[src/rtl/ifetch_prefetch.sv]
// Instruction prefetcher: one outstanding byte fetch into a DEPTH-entry FIFO, flushed on redirect.
// Latency: ack-to-instr_valid 1 cycle (0 with IFETCH_BYPASS_EN when empty); stall holds the head, fetch throttles when full.
// Backpressure: stall=1 holds the FIFO head; fetch stops issuing once queued plus in-flight words would exceed DEPTH.
module ifetch_prefetch #(
   parameter int ADDR_W = 8,
   parameter int DEPTH  = 4
) (
   input  logic              clk,
   input  logic              rst,
   output logic              mem_req,
   output logic [ADDR_W-1:0] mem_addr,
   input  logic              mem_ack,
   input  logic [7:0]        mem_rdata,
   input  logic              redirect,
   input  logic [ADDR_W-1:0] redirect_pc,
   input  logic              stall,
   output logic [7:0]        instr_out,
   output logic [ADDR_W-1:0] instr_pc,
   output logic              instr_valid
);

   localparam int PTR_W = $clog2(DEPTH);
   localparam int CNT_W = PTR_W + 1;
   localparam logic [CNT_W-1:0] FULL = CNT_W'(DEPTH);

   typedef enum logic [1:0] {S_IDLE, S_WAIT, S_DROP} state_t;

   state_t            state_q, state_d;
   logic [ADDR_W-1:0] fpc_q, fpc_d;
   logic [ADDR_W-1:0] addr_q, addr_d;
   logic [CNT_W-1:0]  count_q, count_d;
   logic [PTR_W-1:0]  wr_ptr_q, wr_ptr_d;
   logic [PTR_W-1:0]  rd_ptr_q, rd_ptr_d;
   logic [7:0]        dat_q [DEPTH];
   logic [ADDR_W-1:0] pc_q  [DEPTH];

   logic fifo_empty;
   logic accept_ack;
   logic bypass_take;
   logic push;
   logic pop;

   assign fifo_empty = (count_q == '0);
   // Only an ack for a live (non-dropped) request carries a usable word.
   assign accept_ack = (state_q == S_WAIT) && mem_ack && !redirect;

`ifdef IFETCH_BYPASS_EN
   logic bypass_hit;
   assign bypass_hit  = accept_ack && fifo_empty;
   assign bypass_take = bypass_hit && !stall;
`else
   assign bypass_take = 1'b0;
`endif

   assign push = accept_ack && !bypass_take;
   assign pop  = !fifo_empty && !stall && !redirect;

   always_comb begin
      instr_valid = !fifo_empty;
      instr_out   = fifo_empty ? 8'h00 : dat_q[rd_ptr_q];
      instr_pc    = fifo_empty ? '0 : pc_q[rd_ptr_q];
`ifdef IFETCH_BYPASS_EN
      if (bypass_hit) begin
         instr_valid = 1'b1;
         instr_out   = mem_rdata;
         instr_pc    = fpc_q;
      end
`endif
   end

   assign mem_req  = (state_q != S_IDLE);
   assign mem_addr = addr_q;

   always_comb begin
      state_d = state_q;
      fpc_d   = fpc_q;
      addr_d  = addr_q;
      case (state_q)
         S_IDLE: begin
            // The FIFO only grows on an ack, so count<DEPTH here leaves room for the one in-flight word.
            if (!redirect && (count_q < FULL)) begin
               state_d = S_WAIT;
               addr_d  = fpc_q;
            end
         end
         S_WAIT: begin
            if (mem_ack) begin
               state_d = S_IDLE;
               if (!redirect) fpc_d = fpc_q + ADDR_W'(1);
            end else if (redirect) begin
               state_d = S_DROP;
            end
         end
         S_DROP: begin
            if (mem_ack) state_d = S_IDLE;
         end
         default: state_d = S_IDLE;
      endcase
      if (redirect) fpc_d = redirect_pc;
   end

   always_comb begin
      count_d  = count_q;
      wr_ptr_d = wr_ptr_q;
      rd_ptr_d = rd_ptr_q;
      if (redirect) begin
         count_d  = '0;
         wr_ptr_d = '0;
         rd_ptr_d = '0;
      end else begin
         if (push) wr_ptr_d = wr_ptr_q + PTR_W'(1);
         if (pop)  rd_ptr_d = rd_ptr_q + PTR_W'(1);
         case ({push, pop})
            2'b10:   count_d = count_q + CNT_W'(1);
            2'b01:   count_d = count_q - CNT_W'(1);
            default: count_d = count_q;
         endcase
      end
   end

   always_ff @(posedge clk or negedge rst) begin
      if (!rst) begin
         state_q  <= S_IDLE;
         fpc_q    <= '0;
         addr_q   <= '0;
         count_q  <= '0;
         wr_ptr_q <= '0;
         rd_ptr_q <= '0;
      end else begin
         state_q  <= state_d;
         fpc_q    <= fpc_d;
         addr_q   <= addr_d;
         count_q  <= count_d;
         wr_ptr_q <= wr_ptr_d;
         rd_ptr_q <= rd_ptr_d;
      end
   end

   // Storage needs no reset: outputs are gated by the count.
   always_ff @(posedge clk) begin
      if (push) begin
         dat_q[wr_ptr_q] <= mem_rdata;
         pc_q[wr_ptr_q]  <= fpc_q;
      end
   end

endmodule

[config.mk]
export PLATFORM = sky130hd
export DESIGN_NAME = ifetch_prefetch
export DESIGN_NICKNAME = d
export VERILOG_FILES = /design/src/rtl/ifetch_prefetch.sv
export SDC_FILE = /design/constraint.sdc
export NUM_CORES = 1
export LEC_CHECK = 0
export BUFFER_PORTS_ARGS = -buffer_cell sky130_fd_sc_hd__buf_4
export CAP_MARGIN = 5
export CORE_UTILIZATION = 54
export CTS_BUF_LIST = sky130_fd_sc_hd__clkbuf_4 sky130_fd_sc_hd__clkbuf_8
export DETAILED_ROUTE_END_ITERATION = 10
export PLACE_DENSITY = 0.87
export SYNTH_ARGS = -nofsm -noshare
export SYNTH_HDL_FRONTEND = slang
export SYNTH_SLANG_ARGS = --single-unit
[constraint.sdc]
create_clock -name clk -period 1.9 [get_ports clk]
set_input_delay 0.19 -clock clk [delete_from_list [all_inputs] [get_ports clk]]
set_output_delay 0.19 -clock clk [all_outputs]
set_load 0.02 [all_outputs]
==> impl_metrics.py <==
metrics = {
    "power_and_ir_drop": {
        "p_total_w": 0.00472,
        "power-per-cell-area_nw_per_um2": 976,
        "ir_worst_vdd_uv": 670,
        "power.static_leakage_nw": 1.80,
    },
    "timing": {
        "post-route-period-util_pct": 103,
        "max_freq_ghz": 0.513,
        "setup_ws_ns": -0.0495,
        "finalClockSkew_ns": 0.00923,
        "final-hold-violation-count": 0,
        "fin_tns_setup_ns": -0.511,
        "worst_slew_pin_slew_ns": 0.568,
        "setup-violations-final": 14,
        "slew_headroom_pct": 61.9,
        "finalWorstPathRequiredPeriod_ns": 1.95,
        "grt_setup_unrepaired": "true",
        "slew_violations": 0,
        "hold_ws_ns": 0.0292,
    },
    "grt": {
        "global_route_wire_length_before_repair_um": 11800,
        "pin_count_of_the_biggest_net_entering_global_routing": 26,
        "antenna_found_initial": 0,
        "number_of_global_route_vias_before_repair": 2335,
        "gr-total-overflow": 0,
        "grt.total_usage_pct": 21.8,
    },
    "die": {
        "io_pins": 47,
        "die_area_um2": 7400,
        "floorplan.initialDensity_pct": 56.1,
        "vertical_die_dimension_um": 86.0,
        "core_um2": 6790,
        "die-width_um": 86.0,
        "placement_row_count": 30,
    },
    "layout": {
        "final_layout_size_suffix_gt1_share_pct": 46.1,
        "syn_to_final_growth_pct": 27.0,
        "fin_util_pct": 71.2,
        "fin_cells": 406,
        "n_antenna_cell": 0,
        "finish.net_count": 332,
    },
    "routing": {
        "drt_drc_violations_left": 0,
        "route.antenna.remaining_nets": 0,
        "dr_wl_met3_um": 359,
        "met2_wirelength_um": 3900,
        "wirelength_um": 7420,
        "highest_signal_layer": "met4",
        "wl_met1_um": 3060,
        "route.vias.total": 2235,
        "wire_per_inst_um": 18.3,
        "initial_drc_count": 109,
        "vias_per_cell": 5.50,
        "number_of_iterations_in_the_first_detailed_routing_pass": 4,
    },
    "hold_path": {
        "worst_hold_path_type": "in2reg",
    },
    "cts": {
        "insertion_delay_ns": 0.36,
        "clockBufferDepth": 2,
        "total_clock_buffers_created_by_cts": 9,
        "tritoncts": "built",
        "h-tree-depth": 3,
        "cts.root.buffer_cell": "clkbuf_8",
        "clk_pin_slew_worst_paths_ns": 0.09,
        "clock_sinks": 89,
    },
    "place": {
        "dp_cells": 381,
        "buffer_ports.inserted": 46,
        "place_congestion": 0.823,
        "post-dp-hpwl_um": 4500,
    },
    "status": {
        "run_status": "finished, violations left",
        "failed_checks": "negative setup slack",
    },
    "yosys": {
        "synth_top_area_cell": "edfxtp_1",
        "synth_warnings": 0,
        "post_synth.cell_area_avg_um2": 16.3,
        "synth-main-ff-cell": "edfxtp_1",
        "synthDistinctLibCells": 45,
        "synth-async-reset-ratio_pct": 28.1,
        "synthTopCellsByArea": "edfxtp_1 50%, dfrtp_1 16%, mux4_2 9.5%",
        "synth_top_cell_area_share_pct": 50.4,
        "synth_area_um2": 3810,
        "synth_edf_count": 64,
        "number_of_nets_produced_by_synthesis": 261,
        "netlist_instances": 234,
        "ys_seq_area_share_pct": 66.8,
        "ys_ff_latch": 89,
    },
    "worst_setup_path": {
        "required_ns": 1.71,
        "timing.setup.critical_path_class": "reg2out",
        "crit_path_max_fanout": 7,
        "worstSetupEndpointType": "primary output",
        "type_of_origin_of_the_critical_path": "flop",
        "worstPathArrival_ns": 1.76,
        "ff2ff_setup_slack_ns": 0,
    },
    "flow_run": {
        "max_cap_viol_count": 0,
    },
}
## registers in the layout, indices dropped and copies added, names as in the netlist
signal and count:
count_q 3, rd_ptr_q 2, dat_q 32, fpc_q 8
state_q 2, pc_q 32, mem_addr 8, wr_ptr_q 2
## final timing paths
path / endpoint / from / cells after the start
setup / recovery: instr_out[1] / rd_ptr_q[0] / 4
hold / removal: dat_q[3][0] / mem_rdata[0] / 1
setup reg to reg: count_q[2] / count_q[0] / 7
hold reg to reg: mem_addr[2] / mem_addr[2] / 1
max in group asynchronous: rd_ptr_q[0] / rst / 2
min in group asynchronous: mem_addr[7] / rst / 2
## critical path: stages (launching register included)
cell	delay, ns
dfrtp_2	0.45
clkbuf_16	0.19
mux4_2	0.50
and2_4	0.15
buf_6	0.12
## power by group
group | total [W] | switching, W | leakage [nW] | internal [W]
Combinational | 0.00121 | 0.000561 | 0.829 | 0.000651
Clock | 0.00120 | 0.000698 | 0.0869 | 0.000504
Sequential | 0.00231 | 0.0000959 | 0.885 | 0.00221
## area by class of cell
class / count / area (µm²)
clock buffers: 10 / 131
clock inverters: 6 / 50.0
fillers: 419 / 1950
inverters: 5 / 22.5
multi-input cells: 129 / 1250
flip-flops and latches: 89 / 2550
well taps: 96 / 120
repair buffers: 71 / 716
## per-stage QoR
step	instance area, µm²	setup slack [ns]
after global placement	4420	0.138
after CTS	4760	-0.0637
after global routing	4840	-0.0989
final	4840	-0.0495
after detailed placement	4420	0.111
after floorplan	3840	0.00862
## placed cells by master, fill, tap and decap left out, drive strengths merged, types with 3 or more instances in the layout
master    instances
a21oi             6
a31oi             3
and2             16
and3              5
buf              69
clkbuf           11
clkinvlp          3
dfrtp            25
edfxtp           64
ha                5
inv               6
mux2              9
mux4             16
nand2             9
nand3             5
nor2              7
nor2b             5
nor4              3
o21ai             9
or2               3
or3               4
## cell families (layout without fill, tap and decap cells)
group                      Yosys count  in the layout  synth area share (%)
DFF                                 89             89                  66.8
xor gates and xnor gates             4              4                 0.919
and+or+nand+nor                     67             67                  11.0
buffers and inverters               16             92                  2.46
muxes                               26             26                  12.4
adders and majority gates            6              6                  2.17
AOI/OAI and AO/OA                   26             26                  4.20
## layer usage
metal	vias up	global-route usage, %
met2	81	36.9
li1	1047	-
met4	0	8.79
met1	1097	27.7
met5	-	0
met3	10	4.62
## synthesized netlist by cell type (2+ instances only)
cell	number
and2_1	16
and3_1	4
inv_1	5
xnor2_1	2
nand4b_1	2
buf_2	2
o21ai_0	9
ha_1	5
nand3_1	5
o211ai_1	2
a31oi_1	3
a2111oi_0	2
mux4_2	16
nand2_1	9
buf_4	2
edfxtp_1	64
or2_2	2
nor2_1	7
nor2b_1	5
dfrtp_1	25
clkbuf_1	3
buf_6	3
xor2_1	2
a21oi_1	6
nor4_1	2
or4_1	2
mux2_2	9
or3_1	3
## timing repair
action | 4_1_cts | 5_1_grt
endpoints found under the setup margin | 17 | 18
resized for setup | 30 | 12
hold endpoints to repair | 25 | 0
hold buffers | 1 | 0
setup buffers | 5 | 2
pin swaps | 1 | 17
gates cloned | 0 | 1
Note: power is estimated with default switching activity, not from simulation.
